### config.mk
export PLATFORM = sky130hd
export DESIGN_NAME = motor_drive_ctrl
export DESIGN_NICKNAME = d
export VERILOG_FILES = /design/src/rtl/motor_pkg.sv /design/src/rtl/motor_drive_ctrl_pwm_gen.sv /design/src/rtl/motor_drive_ctrl.sv
export SDC_FILE = /design/constraint.sdc
export NUM_CORES = 1
export LEC_CHECK = 0
export ABC_AREA = 0
export CAP_MARGIN = 20
export CORE_UTILIZATION = 53
export CTS_CLUSTER_DIAMETER = 40
export DETAILED_ROUTE_END_ITERATION = 8
export PLACE_DENSITY = 0.76
export SLEW_MARGIN = 20
export SYNTH_ARGS = -nofsm -noshare
export SYNTH_HDL_FRONTEND = slang
export SYNTH_HIERARCHICAL = 1
export SYNTH_SLANG_ARGS = --single-unit
export TNS_END_PERCENT = 10
### constraint.sdc
create_clock -name clkin -period 3.2 [get_ports clkin]
set_input_delay 0.48 -clock clkin [delete_from_list [all_inputs] [get_ports clkin]]
set_output_delay 0.48 -clock clkin [all_outputs]
set_load 0.05 [all_outputs]
### src/rtl/motor_pkg.sv
// Shared definitions for the motor drive path: direction codes from the
// navigation FSM, drive state encoding and H-bridge polarity codes.
package motor_pkg;

  localparam logic [4:0] DIR_FORWARD  = 5'b00001;
  localparam logic [4:0] DIR_IDLE     = 5'b00010;
  localparam logic [4:0] DIR_BACKWARD = 5'b00100;
  localparam logic [4:0] DIR_LEFT     = 5'b01000;
  localparam logic [4:0] DIR_RIGHT    = 5'b10000;

  localparam logic [1:0] ST_STOP     = 2'd0;
  localparam logic [1:0] ST_DEADTIME = 2'd1;
  localparam logic [1:0] ST_RAMP     = 2'd2;
  localparam logic [1:0] ST_RUN      = 2'd3;

  localparam logic [1:0] POL_OFF = 2'b00;
  localparam logic [1:0] POL_FWD = 2'b10;
  localparam logic [1:0] POL_REV = 2'b01;

  typedef struct packed {
    logic [1:0] left;
    logic [1:0] right;
  } bridge_pol_t;

  function automatic logic is_one_hot(input logic [4:0] code);
    return (code != 5'b0) && ((code & (code - 5'd1)) == 5'b0);
  endfunction

  // Anything the navigation FSM sends that is not a clean one-hot code is parked as IDLE.
  function automatic logic [4:0] sanitize_dir(input logic [4:0] code);
    return is_one_hot(code) ? code : DIR_IDLE;
  endfunction

  function automatic bridge_pol_t decode_pol(input logic [4:0] code);
    bridge_pol_t pol;
    pol.left  = POL_OFF;
    pol.right = POL_OFF;
    case (code)
      DIR_FORWARD:  begin pol.left = POL_FWD; pol.right = POL_FWD; end
      DIR_BACKWARD: begin pol.left = POL_REV; pol.right = POL_REV; end
      DIR_LEFT:     begin pol.left = POL_REV; pol.right = POL_FWD; end
      DIR_RIGHT:    begin pol.left = POL_FWD; pol.right = POL_REV; end
      default:      ;
    endcase
    return pol;
  endfunction

endpackage

### src/rtl/motor_drive_ctrl_pwm_gen.sv
// Shared PWM generator: prescaled free-running counter compared against the
// current duty, with a registered enable output for both bridges.
module pwm_gen #(
  parameter int PWM_BITS     = 8,
  parameter int PWM_PRESCALE = 4
) (
  input  logic                clkin,
  input  logic                reset_n,
  input  logic                active,
  input  logic [PWM_BITS-1:0] duty,
  output logic                pwm_out
);

  localparam int PRE_W = (PWM_PRESCALE > 1) ? $clog2(PWM_PRESCALE) : 1;
  localparam logic [PRE_W-1:0] PRE_LAST = PRE_W'(PWM_PRESCALE - 1);

  logic [PRE_W-1:0]    pre_cnt_q, pre_cnt_d;
  logic [PWM_BITS-1:0] pwm_cnt_q, pwm_cnt_d;
  logic                pwm_out_q, pwm_out_d;

  always_comb begin
    pre_cnt_d = pre_cnt_q + PRE_W'(1);
    pwm_cnt_d = pwm_cnt_q;
    if (pre_cnt_q == PRE_LAST) begin
      pre_cnt_d = '0;
      pwm_cnt_d = pwm_cnt_q + PWM_BITS'(1);
    end
    // Strict less-than keeps duty 0 fully off and full-scale one tick short of always-on.
    pwm_out_d = active && (pwm_cnt_q < duty);
  end

  always_ff @(posedge clkin) begin
    if (!reset_n) begin
      pre_cnt_q <= '0;
      pwm_cnt_q <= '0;
      pwm_out_q <= 1'b0;
    end else begin
      pre_cnt_q <= pre_cnt_d;
      pwm_cnt_q <= pwm_cnt_d;
      pwm_out_q <= pwm_out_d;
    end
  end

  assign pwm_out = pwm_out_q;

endmodule

### src/rtl/motor_drive_ctrl.sv
// Dual H-bridge drive controller: decodes the navigation direction, sequences
// polarity changes through a bridge-off dead-time and a soft-start duty ramp.
module motor_drive_ctrl
  import motor_pkg::*;
#(
  parameter int PWM_BITS      = 8,
  parameter int PWM_PRESCALE  = 4,
  parameter int DEADTIME_CYC  = 1000,
  parameter int RAMP_STEP_CYC = 256
) (
  input  logic                clkin,
  input  logic                reset_n,
  input  logic                enable,
  input  logic [4:0]          direction,
  input  logic [PWM_BITS-1:0] duty_max,
  output logic                ain1,
  output logic                ain2,
  output logic                bin1,
  output logic                bin2,
  output logic                pwma,
  output logic                pwmb,
  output logic                busy,
  output logic                fault
);

  localparam int DEAD_W = $clog2(DEADTIME_CYC + 1);
  localparam int RAMP_W = $clog2(RAMP_STEP_CYC + 1);
  localparam logic [DEAD_W-1:0] DEAD_LAST = DEAD_W'(DEADTIME_CYC - 1);
  localparam logic [RAMP_W-1:0] RAMP_LAST = RAMP_W'(RAMP_STEP_CYC - 1);

  logic [4:0]          dir_q, dir_d;
  logic [PWM_BITS-1:0] duty_max_q, duty_max_d;
  logic                enable_q, enable_d;
  logic                fault_q, fault_d;

  logic [1:0]          state_q, state_d;
  logic [DEAD_W-1:0]   dead_cnt_q, dead_cnt_d;
  logic [RAMP_W-1:0]   ramp_cnt_q, ramp_cnt_d;
  logic [PWM_BITS-1:0] duty_cur_q, duty_cur_d;
  bridge_pol_t         drive_pol_q, drive_pol_d;
  bridge_pol_t         pins_q, pins_d;

  logic [4:0]          req;
  logic                req_idle;
  bridge_pol_t         req_pol;
  logic [PWM_BITS-1:0] target;
  logic                pol_change;
  logic                engaged;
  logic                pwm_out;

  always_comb begin
    dir_d      = direction;
    duty_max_d = duty_max;
    enable_d   = enable;
    fault_d    = !is_one_hot(direction);
  end

  always_comb begin
    req      = sanitize_dir(dir_q);
    req_idle = (req == DIR_IDLE);
    req_pol  = decode_pol(req);
    target   = '0;
    if (req == DIR_FORWARD || req == DIR_BACKWARD) begin
      target = duty_max_q;
    end else if (req == DIR_LEFT || req == DIR_RIGHT) begin
      target = duty_max_q >> 1;
    end
    pol_change = (req_pol != drive_pol_q);
  end

  always_comb begin
    state_d     = state_q;
    dead_cnt_d  = dead_cnt_q;
    ramp_cnt_d  = ramp_cnt_q;
    duty_cur_d  = duty_cur_q;
    drive_pol_d = drive_pol_q;

    if (!enable_q) begin
      state_d     = ST_STOP;
      dead_cnt_d  = '0;
      ramp_cnt_d  = '0;
      duty_cur_d  = '0;
      drive_pol_d = '0;
    end else begin
      case (state_q)
        ST_STOP: begin
          dead_cnt_d = '0;
          ramp_cnt_d = '0;
          duty_cur_d = '0;
          if (!req_idle) begin
            state_d = ST_DEADTIME;
          end
        end

        // The dead-time runs its full length; the request is only consulted at the end.
        ST_DEADTIME: begin
          duty_cur_d = '0;
          if (dead_cnt_q == DEAD_LAST) begin
            dead_cnt_d = '0;
            if (req_idle) begin
              state_d = ST_STOP;
            end else begin
              state_d     = ST_RAMP;
              drive_pol_d = req_pol;
              ramp_cnt_d  = '0;
            end
          end else begin
            dead_cnt_d = dead_cnt_q + DEAD_W'(1);
          end
        end

        ST_RAMP: begin
          if (req_idle || pol_change) begin
            state_d    = ST_DEADTIME;
            dead_cnt_d = '0;
            ramp_cnt_d = '0;
            duty_cur_d = '0;
          end else if (duty_cur_q >= target) begin
            state_d    = ST_RUN;
            duty_cur_d = target;
            ramp_cnt_d = '0;
          end else if (ramp_cnt_q == RAMP_LAST) begin
            ramp_cnt_d = '0;
            duty_cur_d = duty_cur_q + PWM_BITS'(1);
          end else begin
            ramp_cnt_d = ramp_cnt_q + RAMP_W'(1);
          end
        end

        ST_RUN: begin
          if (req_idle || pol_change) begin
            state_d    = ST_DEADTIME;
            dead_cnt_d = '0;
            ramp_cnt_d = '0;
            duty_cur_d = '0;
          end else if (target > duty_cur_q) begin
            state_d    = ST_RAMP;
            ramp_cnt_d = '0;
          end else begin
            duty_cur_d = target;
          end
        end

        default: begin
          state_d = ST_STOP;
        end
      endcase
    end
  end

  // Pins follow the registered state, so they drop one edge after the FSM leaves RAMP/RUN.
  always_comb begin
    engaged = (state_q == ST_RAMP) || (state_q == ST_RUN);
    pins_d  = engaged ? drive_pol_q : '0;
  end

  always_ff @(posedge clkin) begin
    if (!reset_n) begin
      dir_q       <= '0;
      duty_max_q  <= '0;
      enable_q    <= 1'b0;
      fault_q     <= 1'b0;
      state_q     <= ST_STOP;
      dead_cnt_q  <= '0;
      ramp_cnt_q  <= '0;
      duty_cur_q  <= '0;
      drive_pol_q <= '0;
      pins_q      <= '0;
    end else begin
      dir_q       <= dir_d;
      duty_max_q  <= duty_max_d;
      enable_q    <= enable_d;
      fault_q     <= fault_d;
      state_q     <= state_d;
      dead_cnt_q  <= dead_cnt_d;
      ramp_cnt_q  <= ramp_cnt_d;
      duty_cur_q  <= duty_cur_d;
      drive_pol_q <= drive_pol_d;
      pins_q      <= pins_d;
    end
  end

  pwm_gen #(
    .PWM_BITS     (PWM_BITS),
    .PWM_PRESCALE (PWM_PRESCALE)
  ) u_pwm_gen (
    .clkin   (clkin),
    .reset_n (reset_n),
    .active  (engaged),
    .duty    (duty_cur_q),
    .pwm_out (pwm_out)
  );

  assign ain1  = pins_q.left[1];
  assign ain2  = pins_q.left[0];
  assign bin1  = pins_q.right[1];
  assign bin2  = pins_q.right[0];
  assign pwma  = pwm_out;
  assign pwmb  = pwm_out;
  assign busy  = (state_q == ST_DEADTIME) || (state_q == ST_RAMP);
  assign fault = fault_q;

endmodule

Yosys cells after proc, flatten, opt, wreduce, memory -nomap -nowiden
Index checks and enable logic that the tools add are counted.
{"block": "totals", "wordCells": 101, "in_bits": 16, "register_bits": 63, "output_inout_bits": 8}
{"block": "classes", "addsub": 7, "n_bitwise": 4, "reduce_logical": 23, "eq_ne": 20, "order_cmp": 3, "muxes": 29}
{"cell": "9-bit two-way mux", "count": 7}
{"cell": "8-bit two-way mux", "count": 6}
{"cell": "9-bit case mux with 4 select lines", "count": 1}
{"cell": "10-bit case mux with 3 select lines", "count": 1}
{"cell": "8-bit case mux with 3 select lines", "count": 1}
{"cell": "10-bit two-way mux", "count": 2}
{"cell": "8-bit by 1-bit adder with 8-bit output (second input constant)", "count": 2}
{"cell": "4-bit case mux with 4 select lines", "count": 1}
{"cell": "2-bit two-way mux", "count": 7}
{"cell": "10-bit by 1-bit adder with 10-bit output (second input constant)", "count": 1}
{"cell": "5-bit AND", "count": 2}
{"cell": "10-bit == test (second input constant)", "count": 1}
{"cell": "5-bit zero test", "count": 2}
{"cell": "5-bit nonzero test", "count": 2}
{"cell": "5-bit by 1-bit subtractor with 5-bit output (second input constant)", "count": 2}
{"cell": "9-bit by 1-bit adder with 9-bit output (second input constant)", "count": 1}
{"cell": "9-bit by 8-bit == test with 1-bit output (second input constant)", "count": 1}
{"cell": "3-bit inequality test (second input constant)", "count": 3}
{"cell": "8-bit greater-or-equal comparator", "count": 1}
{"cell": "8-bit > comparator", "count": 1}
{"cell": "8-bit less-than comparator", "count": 1}
{"cell": "2-bit case mux with 4 select lines", "count": 1}
{"cell": "7-bit two-way mux", "count": 1}
{"cell": "2-bit == test (second input constant)", "count": 3}
{"cell": "other kinds (21)", "count": 35}

Longest topological paths before layout
Gate-level depths: netlist of the first run.
{"block": "depth", "word_depth": 13, "depth_mapped": 13}

Cells and area by module
Netlist of the first run, hierarchy kept.
{"module": "motor_drive_ctrl", "n_inst": 1, "area_each_um2": 2980.4, "cells_each": 349, "seq_area_each_um2": 1041.0}
{"module": "pwm_gen", "n_inst": 1, "area_each_um2": 623.1, "cells_each": 66, "seq_area_each_um2": 220.2}

Worst setup path before layout of the first run
OpenSTA, ideal clock, no wires.
{"block": "synth_timing", "path_type": "register to register", "start": "register dir_q[0]", "end": "register duty_cur_q[3]", "stages_incl_launch_ff": 13, "n_path_buf": 2, "setup_slack_ps": -106, "required_time_ps": 3053, "arrival_ps": 3160, "cell_sequence": "dfxtp_1 -> buf_2 -> nor4_1 -> a22o_1 -> ha_1 -> nand3_1 -> nor3_1 -> a21oi_1 -> and2_1 -> clkbuf_1 -> mux2_2 -> a22oi_1 -> o32ai_1"}
{"block": "synth_between", "elab_chain_len": 13}
{"element": "from (decl)", "line": "motor_drive_ctrl.sv:31", "rtl": "logic [4:0] dir_q, dir_d;"}
{"element": "from (signal assigned)", "line": "motor_drive_ctrl.sv:170", "rtl": "dir_q <= dir_d;"}
{"element": "5-bit by 1-bit subtractor with 5-bit output", "line": "motor_pkg.sv:26", "rtl": "return (code != 5'b0) && ((code & (code - 5'd1)) == 5'b0);"}
{"element": "5-bit AND", "line": "motor_pkg.sv:26"}
{"element": "5-bit zero test", "line": "motor_pkg.sv:26"}
{"element": "1-bit logical AND", "line": "motor_pkg.sv:26"}
{"element": "5-bit two-way mux *", "line": "motor_pkg.sv:31", "rtl": "return is_one_hot(code) ? code : DIR_IDLE;"}
{"element": "5-bit by 4-bit == test with 1-bit output or 5-bit == test (tied branches)", "line": "motor_pkg.sv:38, motor_drive_ctrl.sv:65"}
{"element": "1-bit logical OR", "line": "motor_drive_ctrl.sv:65", "rtl": "end else if (req == DIR_LEFT || req == DIR_RIGHT) begin"}
{"element": "7-bit two-way mux", "line": "motor_drive_ctrl.sv:65"}
{"element": "8-bit two-way mux", "line": "motor_drive_ctrl.sv:63", "rtl": "if (req == DIR_FORWARD || req == DIR_BACKWARD) begin"}
{"element": "8-bit greater-or-equal comparator", "line": "motor_drive_ctrl.sv:118", "rtl": "end else if (duty_cur_q >= target) begin"}
{"element": "8-bit two-way mux", "line": "motor_drive_ctrl.sv:118"}
{"element": "8-bit two-way mux", "line": "motor_drive_ctrl.sv:113", "rtl": "if (req_idle || pol_change) begin"}
{"element": "8-bit case mux with 3 select lines", "line": "motor_drive_ctrl.sv:85", "rtl": "case (state_q)"}
{"element": "to (signal assigned)", "line": "motor_drive_ctrl.sv:177", "rtl": "duty_cur_q <= duty_cur_d;"}
{"element": "to (decl)", "line": "motor_drive_ctrl.sv:39", "rtl": "logic [PWM_BITS-1:0] duty_cur_q, duty_cur_d;"}
Mark *: on every way between the ends. The rest lies on a longest branch, timed or not. The select of a mux whose other input is x is not followed.
A chain may end at the register's enable or synchronous reset.

Worst setup path after layout of the first run
{"block": "layout_timing", "start": "register dir_q[3]", "end": "register duty_cur_q[3]"}
Same word-level chain as after synthesis.

==> results of run 1 <==
synthesized netlist by cell type, types with 3 or more instances:
cell and instances:
nand2b_1 3, clkbuf_1 12, a21boi_1 4, inv_1 18, nor3_1 8, ha_1 25, o2bb2ai_1 5, nor2_1 29
o21ai_0 8, o31a_1 3, nor4_1 6, nor3b_1 4, buf_4 4, a22o_1 7, xnor2_1 18, nand3_1 15
a21oi_1 19, dfxtp_1 63, a22oi_1 7, nand4b_1 4, o21a_1 5, a211oi_1 3, xor2_1 9, and3_1 8
nand4_1 6, nor2b_1 7, buf_2 3, mux2i_1 4, o21ai_1 3, nand2_1 31, or3_1 9, o32ai_1 3
and2_1 23, mux2_2 3
kinds of logic (layout without fill, tap and decap cells):
kind of cell    count (synthesis)  in the layout  share of synthesized area [%]
compound gates                 90             90                           18.2
xor+xnor                       27             27                           6.56
fa+ha+maj                      25             25                           8.68
buf+inv                        38             70                           4.69
flops                          63             63                           35.0
mux                             7              7                           2.05
simple gates                  165            165                           24.8
flip-flops by register name, summed over array words and instances (netlist names):
signal and count:
ain2 1, enable_q 1, ramp_cnt_q 9, u_pwm_gen/pre_cnt_q 2, drive_pol_q 4, bin2 1, dead_cnt_q 10, state_q 2
u_pwm_gen/pwm_out 1, duty_cur_q 8, fault 1, ain1 1, dir_q 5, bin1 1, duty_max_q 8, u_pwm_gen/pwm_cnt_q 8
worst min path at each step:
stage                                       from                endpoint  slack, ns
after detailed placement  u_pwm_gen/pre_cnt_q[0]  u_pwm_gen/pre_cnt_q[0]       0.43
after global placement    u_pwm_gen/pre_cnt_q[0]  u_pwm_gen/pre_cnt_q[0]       0.41
after floorplan           u_pwm_gen/pre_cnt_q[0]  u_pwm_gen/pre_cnt_q[0]       0.40
after CTS                 u_pwm_gen/pre_cnt_q[0]  u_pwm_gen/pre_cnt_q[0]       0.44
after global routing      u_pwm_gen/pre_cnt_q[0]  u_pwm_gen/pre_cnt_q[0]       0.46
final                     u_pwm_gen/pre_cnt_q[0]  u_pwm_gen/pre_cnt_q[0]       0.43
where the power goes:
| group | total [µW] | switching (µW) | internal [µW] |
|---|---|---|---|
| sequential | 811 | 11.3 | 800 |
| combinational | 207 | 115 | 92.0 |
| clock | 826 | 310 | 516 |
| total | 1840 | 436 | 1410 |
through the flow:
step,cells,setup slack (ns),power [µW],setup TNS [ns]
global route,524,-0.0421,1920,-0.153
detailed placement,508,0.101,1030,0
floorplan,415,0.0604,967,0
global placement,508,0.223,1020,0
finish,524,0.151,1840,0
CTS,524,0.0696,1850,0
repair_timing:
item,in CTS,in global routing
gates resized for setup,0,4
endpoints found under the setup margin,0,11
buffers inserted,0,0
per-layer routing:
metal,up-vias,wire length [µm]
li1,1548,-
met1,1458,3500
met2,79,3530
met3,17,365
met4,0,181
met5,-,0
final cells by class:
| cell class | count | area [µm²] | share of cell area, % |
|---|---|---|---|
| repair buffers | 36 | 328 | 7.84 |
| inverters | 18 | 67.6 | 1.62 |
| flip-flops and latches | 63 | 1260 | 30.2 |
| clock buffers | 10 | 128 | 3.05 |
| clock inverters | 6 | 109 | 2.60 |
| multi-input cells | 314 | 2190 | 52.4 |
| well taps | 77 | 96.3 | 2.30 |
==> flow_summary.yaml, run 1 <==
place:
  numPortBuffers: 23
  placed_cell_area_um2: 3930
  place_congestion: 1.02
  hpwlAfterDp_mm: 5.56
critical_path:
  end_kind: "flop"
  crit_path_top_delay_cell: "mux2_2"
  worst-setup-path-type: "flop to flop"
  r2r_cells: 12
  reg2reg_slack_ns: 0.15
  startpoint: "dir_q[3]"
  cp.depth: 12
  reg2reg_to: "duty_cur_q[3]"
  arrival_ns: 3.27
  r2r-start: "dir_q[3]"
  path_max_fanout: 9
  cp_data_required_time_ns: 3.42
  path_buf_inv: 2
  crit_end: "duty_cur_q[3]"
  start_kind: "flop"
  max_stage_delay_ns: 0.35
  path_cells: "buf_4 -> nor4_2 -> buf_4 -> and2_1 -> ha_1 -> nand3_1 -> nor3_2 -> a21oi_1 -> and2_1 -> mux2_2 -> a22oi_1 -> o32ai_1"
  critPathTopFamily: "simple AND/OR/NAND/NOR gates"
finish:
  syn_to_final_growth_pct: 16.0
  drive_gt1_share_pct: 9.62
  final_common_cell: "dfxtp_1"
  fillers: 538
  final_nets: 483
  finish.instance_area_um2: 4180
  antenna_cells: 0
  post-route-util_pct: 64.7
  layout_common_cells: "dfxtp_1, nand2_1, nor2_1"
floorplan:
  fp-row-count: 29
  die-area_um2: 7130
  start_util_pct: 55.8
  ios: 24
  die-height_um: 84.5
  die_w_um: 84.5
  core_um2: 6460
drt:
  drt-initial-drc-count: 238
  routed_wl_mm: 7.58
  drt-vias-per-instance: 5.92
  vias: 3102
  wire_per_inst_um: 14.5
  route.detailed.drc: 0
  postRouteAntennaNets: 0
  drt_pass1_iterations: 4
cts:
  cts_tree: "built"
  cts_buffers: 9
  ctsLongestPathBuffers: 2
  cts_sinks: 63
  htree_levels: 3
  cts_root_buffer: "clkbuf_8"
  path_clk_slew_ns: 0.07
  insertion_delay_ns: 0.34
  hold_buffers: 0
hold_path:
  hold_class: "flop to flop"
  hold_path_depth: 1
status:
  run_status: "completed"
synth:
  synth-seq-area-share_pct: 35.0
  synth.area.top_cells: "dfxtp_1, ha_1, xnor2_1"
  synth_nets: 456
  synth_area_um2: 3600
  ys.flop_type: "dfxtp_1"
  synthCells: 415
  synth-seq-cells: 63
  yosysTopAreaCell: "dfxtp_1"
  syn_area_per_cell_um2: 8.68
  yosysUniqueCellTypes: 61
  netlist.area_leader.share_pct: 35.0
  yosys_warnings: 6
  async_flop_share_pct: 0
  synth_enable_flop_cells: 0
timing:
  rsz0062_at_grt: "true"
  worst_pin_slew_ns: 0.703
  hold_viol: 0
  hold_ws_ns: 0.433
  fin_crit_sh_pct: 95.3
  setup_violations: 0
  period_needed_ns: 3.05
  skew_ns: 0.00761
  maxSlewViolCount: 0
  max_slew_margin_pct: 52.7
  fmax_ghz: 0.328
power:
  power.leakage_uw: 0.00156
  pwr_density_cell_nw_per_um2: 441
  max-vdd-ir-drop_mv: 0.328
global_routing:
  grt_max_degree: 32
  antenna_found_initial: 0
  use_met2_pct: 37.0
  grt_pass1_vias: 2893
  grt.busiest_layer: "met2"
  grt_use_total_pct: 22.6
  grtUsageMet1_pct: 28.6
  met3_usage_pct: 5.21
  grt_pass1_wl_mm: 12.9
  grt.overflow.total: 0
job:
  cap_violations: 0
No activity file was read; power rests on OpenSTA's default activity.
==> run 2, diff against run 1 <==
Settings changed: CTS_CLUSTER_SIZE set to 28, SYNTH_HIERARCHICAL 1 to not set.
==> run 2 against run 1 <==
The flow now finishes with violations (DRC). Flip-flop and latch count is the same. Setup slack lost 0.073 ns. Combinational power grew 25%. Wire length shrank 3.8%. Critical path type unchanged. Largest power group is now registers. Highest routed layer unchanged.
==> flow_summary.yaml, run 2 <==
synth:
  synthCells: 395
  synth-seq-cells: 63
  syn_area_per_cell_um2: 9.08
  yosysMostFrequentCell: "dfxtp_1"
  yosysUniqueCellTypes: 62
  async_flop_share_pct: 0
  synth.area.top_cells: "dfxtp_1, ha_1, xnor2_1"
  yosys-top-cells-count: "dfxtp_1, ha_1, and2_1, nand2_1, nor2_1"
  synth_area_um2: 3580
  ys.flop_type: "dfxtp_1"
  yosys_warnings: 0
  netlist.area_leader.share_pct: 35.2
  yosysTopAreaCell: "dfxtp_1"
  synth_enable_flop_cells: 0
  synth_nets: 436
  synth-seq-area-share_pct: 35.2
timing:
  hold_ws_ns: 0.431
  skew_ns: 0.0100
  setup_violations: 0
  fin_ws_ns: 0.0785
  max_slew_margin_pct: 54.3
  fmax_ghz: 0.320
  hold_viol: 0
  maxSlewViolCount: 0
  fin_crit_sh_pct: 97.5
  setup_tns_ns: 0
  worst_pin_slew_ns: 0.684
  period_needed_ns: 3.12
finish:
  final_common_cell: "dfxtp_1"
  largest_reg_flops: 10
  final_nets: 470
  layout_common_cells: "dfxtp_1, ha_1, clkdlybuf4s50_1"
  regMostFlops: "dead_cnt_q"
  drive_gt1_share_pct: 15.9
  reg_top3: "dead_cnt_q x10, ramp_cnt_q x9"
  final_cells: 511
  syn_to_final_growth_pct: 17.8
  antenna_cells: 0
place:
  numPortBuffers: 23
  placed_cells: 485
  place_ws_ns: -0.0947
  hpwlAfterDp_mm: 5.08
  place_congestion: 0.815
power:
  total_power_uw: 1710
  pwr_density_cell_nw_per_um2: 404
  power.leakage_uw: 0.00156
  max-vdd-ir-drop_mv: 0.344
floorplan:
  start_util_pct: 55.8
  die-height_um: 84.2
  die-area_um2: 7100
  die_w_um: 84.2
  ios: 24
  fp-row-count: 29
  core_um2: 6420
drt:
  drt-initial-drc-count: 162
  route.detailed.drc: 2
  routed_wl_mm: 7.29
  drt_pass1_iterations: 7
  drt-vias-per-instance: 5.77
  wire_per_inst_um: 14.3
  vias: 2951
  postRouteAntennaNets: 0
critical_path:
  worst-setup-path-type: "flop to flop"
  cp_data_required_time_ns: 3.44
  start_kind: "flop"
  crit_path_top_delay_cell: "a221o_1"
  path_max_fanout: 8
  max_stage_delay_ns: 0.36
  cp_common_cell: "a221o_1"
  arrival_ns: 3.36
  path_cells: "xnor2_2 -> nor4_4 -> a22o_1 -> ha_1 -> and3_1 -> a221o_1 -> a221o_1 -> nand2_4 -> buf_4 -> mux2_2 -> a22oi_1 -> o2bb2ai_1"
  end_kind: "flop"
global_routing:
  grt_pass1_wl_mm: 12.4
  grt.overflow.total: 0
  grt_max_degree: 30
  antenna_found_initial: 0
  grt_pass1_vias: 2688
  grt_use_total_pct: 21.9
cts:
  hold_buffers: 0
  path_clk_slew_ns: 0.07
  htree_levels: 3
  cts_sinks: 63
  cts_root_buffer: "clkbuf_8"
  cts_tree: "built"
  cts_buffers: 9
  insertion_delay_ns: 0.34
  ctsLongestPathBuffers: 2
hold_path:
  hold_class: "flop to flop"
status:
  run_status: "finished with violations"
  violations: "DRC"
job:
  cap_violations: 0
## run 2: changes by cell type after synthesis, moves of 5 or more
cell     before  now
a21o_1        2    7
a21oi_1      19   13
nor2_1       29   21
mux2i_1       4   11
nand2_1      31   22
## run 2: final timing paths
check | startpoint | slack, ns | endpoint | cells after the start
setup / recovery | dir_q[3] | 0.08 | duty_cur_q[3] | 12
hold / removal | u_pwm_gen.pre_cnt_q[0] | 0.43 | u_pwm_gen.pre_cnt_q[0] | 1
setup reg to reg | dir_q[3] | 0.08 | duty_cur_q[3] | 12
hold reg to reg | u_pwm_gen.pre_cnt_q[0] | 0.43 | u_pwm_gen.pre_cnt_q[0] | 1
## run 2: worst max-delay path: cells and delay by family, from the launching register on
family                   cells  cell delay [ns]
flip-flops                   1             0.35
multiplexers                 1             0.32
XOR/XNOR                     1             0.15
AND/OR/NAND/NOR              3             0.66
AO/OA/AOI/OAI                5             1.15
buffers and inverters        1             0.13
adder cells (fa/ha/maj)      1             0.25
## run 2: kinds of logic after synthesis
group | synth area share [%]
compound gates | 16.0
xor+xnor | 6.84
fa+ha+maj | 8.73
buf+inv | 4.82
flops | 35.2
mux | 4.64
simple gates | 23.8
## run 2: layout make-up
type	count	area, µm²
Clock inverter	5	32.5
Multi-Input combinational cell	294	2230
Inverter	18	67.6
Tap cell	77	96.3
Fill cell	519	2200
Sequential cell	63	1260
Timing Repair Buffer	43	380
Clock buffer	11	151
## run 2: metal layers
metal	up-vias	track usage [%]	wire length, µm
met5	-	0	0
met4	0	8.31	159
met3	13	5.90	321
met2	62	32.6	3260
met1	1388	30.3	3550
li1	1488	-	-
## run 2: repair_timing
action	in CTS	in global routing
resized for setup	1	8
endpoints found under the setup margin	11	17
pin swaps	2	9
setup buffers	0	10
## run 2: power by group
group          internal (µW)  switching [µW]  total [µW]
Sequential               800            12.8         812
Combinational            134             125         258
Clock                    320             316         636
## run 2: through the flow
stage	utilization, %	instance area (µm²)
2_1_floorplan	-	3630
3_3_place_gp	60.9	3910
3_5_place_dp	60.9	3910
4_1_cts	63.9	4100
5_1_grt	65.8	4220
6_report	65.8	4220
==> run 3, diff against run 2 <==
Settings changed: PLACE_DENSITY 0.76 to 0.81, RECOVER_POWER set to 25.
==> run 3 against run 2 <==
The flow now finishes without violations. Global-route usage grew 1.3 points. Combinational power shrank 3%. Flip-flop and latch count did not move. Clock skew increased by 0.00071 ns. Via count up 0.14%. Fmax fell by 0.40%. Total power increased by 1.6%. Non-clock buffer count down 6. Clock-buffer cell count grew 3. Critical endpoint is now state_q[0]. Largest cell class unchanged. Largest power group unchanged.
==> flow_summary.yaml, run 3 (synthesized netlist as in run 2, its figures left out) <==
critical_path:
  end_kind: "flop"
  critPathTopFamily: "compound AO/OA/AOI/OAI gates"
  worst-setup-path-type: "flop to flop"
  startpoint: "dir_q[2]"
  crit_path_top_delay_cell: "dfxtp_2"
  cp_data_required_time_ns: 3.46
  reg2reg_slack_ns: 0.07
  max_stage_delay_ns: 0.35
  path_max_fanout: 7
  arrival_ns: 3.40
  cp.depth: 12
  cp_common_cell: "a221o_1"
  start_kind: "flop"
  r2r_cells: 12
  path_buf_inv: 1
  reg2reg_to: "state_q[0]"
  r2r-start: "dir_q[2]"
  path_cells: "xnor2_1 -> nor4_4 -> a22o_1 -> ha_1 -> and3_1 -> a221o_1 -> a221o_1 -> nand2_4 -> buf_12 -> mux2i_1 -> o21ai_0 -> a221oi_1"
  crit_end: "state_q[0]"
finish:
  finish.instance_area_um2: 4180
  syn_to_final_growth_pct: 16.6
  post-route-util_pct: 65.1
  antenna_cells: 0
  final_nets: 464
  final_common_cell: "dfxtp_1"
  regMostFlops: "dead_cnt_q"
  drive_gt1_share_pct: 13.8
  reg_top3: "dead_cnt_q x10, ramp_cnt_q x9"
  largest_reg_flops: 10
  layout_common_cells: "dfxtp_1, ha_1, nand2_1, clkdlybuf4s50_1, nor2_1"
timing:
  setup_violations: 0
  maxSlewViolCount: 0
  skew_ns: 0.0107
  period_needed_ns: 3.13
  hold_viol: 0
  fmax_ghz: 0.319
  worst_pin_slew_ns: 0.850
  fin_crit_sh_pct: 97.9
  max_slew_margin_pct: 43.3
place:
  hpwlAfterDp_mm: 5.48
  numPortBuffers: 23
  place_congestion: 0.854
  placed_cell_area_um2: 3920
global_routing:
  antenna_found_initial: 0
  grt_pass1_vias: 2858
  grt.overflow.total: 0
  grt_use_total_pct: 23.2
  grt_pass1_wl_mm: 13.2
  grt_max_degree: 27
cts:
  insertion_delay_ns: 0.35
  cts_root_buffer: "clkbuf_8"
  path_clk_slew_ns: 0.07
  htree_levels: 3
  cts_sinks: 63
  cts_tree: "built"
  ctsLongestPathBuffers: 2
  cts_buffers: 9
floorplan:
  start_util_pct: 55.8
  die-height_um: 84.2
  die_w_um: 84.2
  ios: 24
  core_um2: 6420
  die-area_um2: 7100
  fp-row-count: 29
drt:
  drt-vias-per-instance: 5.85
  postRouteAntennaNets: 0
  routed_wl_mm: 7.72
  drt-initial-drc-count: 145
  wire_per_inst_um: 15.3
  vias: 2955
  route.detailed.drc: 0
  drt_pass1_iterations: 5
power:
  power.leakage_uw: 0.00153
  max-vdd-ir-drop_mv: 0.331
  pwr_density_cell_nw_per_um2: 415
job:
  cap_violations: 0
status:
  run_status: "completed"
hold_path:
  hold_class: "flop to flop"
==> run 3: worst min-delay path by stage <==
stage                        endpoint  slack, ns                    from  cells after the start
6_report       u_pwm_gen.pre_cnt_q[0]       0.43  u_pwm_gen.pre_cnt_q[0]                      1
5_1_grt        u_pwm_gen.pre_cnt_q[0]       0.44  u_pwm_gen.pre_cnt_q[0]                      1
4_1_cts        u_pwm_gen.pre_cnt_q[0]       0.43  u_pwm_gen.pre_cnt_q[0]                      1
3_5_place_dp   u_pwm_gen.pre_cnt_q[0]       0.42  u_pwm_gen.pre_cnt_q[0]                      1
3_3_place_gp   u_pwm_gen.pre_cnt_q[0]       0.42  u_pwm_gen.pre_cnt_q[0]                      1
2_1_floorplan  u_pwm_gen.pre_cnt_q[0]       0.40  u_pwm_gen.pre_cnt_q[0]                      1
==> run 3: power by group <==
| part | internal [µW] | leakage, µW | switching, µW |
|---|---|---|---|
| clock network | 365 | 0.0000987 | 305 |
| logic | 125 | 0.000919 | 126 |
| registers | 800 | 0.000513 | 12.3 |
| total | 1290 | 0.00153 | 443 |
==> run 3: final cells by class <==
class | instances | area, µm²
tap | 77 | 96.3
fill | 514 | 2240
timing repair buffer | 37 | 348
clock buffer | 14 | 183
inverter | 18 | 67.6
sequential | 63 | 1270
multi-input combinational | 294 | 2210
clock inverter | 2 | 12.5
==> run 3: metrics by stage <==
stage                     setup slack (ns)  total power, µW  hold WS, ns  instances  setup TNS, ns
after floorplan                     0.0342              987        0.403        395              0
after CTS                           0.0337             1710        0.430        502              0
after global placement              0.0989             1030        0.417        486              0
final                               0.0660             1730        0.428        505              0
after global routing               -0.0536             1800        0.439        505         -0.504
after detailed placement           -0.0380             1040        0.421        486        -0.0545
==> run 3: timing repair <==
| item | in CTS | in global routing |
|---|---|---|
| hold buffers | 0 | 0 |
| endpoints found under the setup margin | 7 | 18 |
| setup buffers | 0 | 3 |
| pin swaps | 0 | 6 |
| resized for setup | 1 | 8 |
==> run 3: metal layers <==
layer  global-route usage (%)  up-vias  wire length, µm
met1                     28.5     1403             3570
met3                     5.90       13              306
met5                        0        -                0
met2                     39.0       65             3700
met4                     9.40        0              136
li1                         -     1474                -
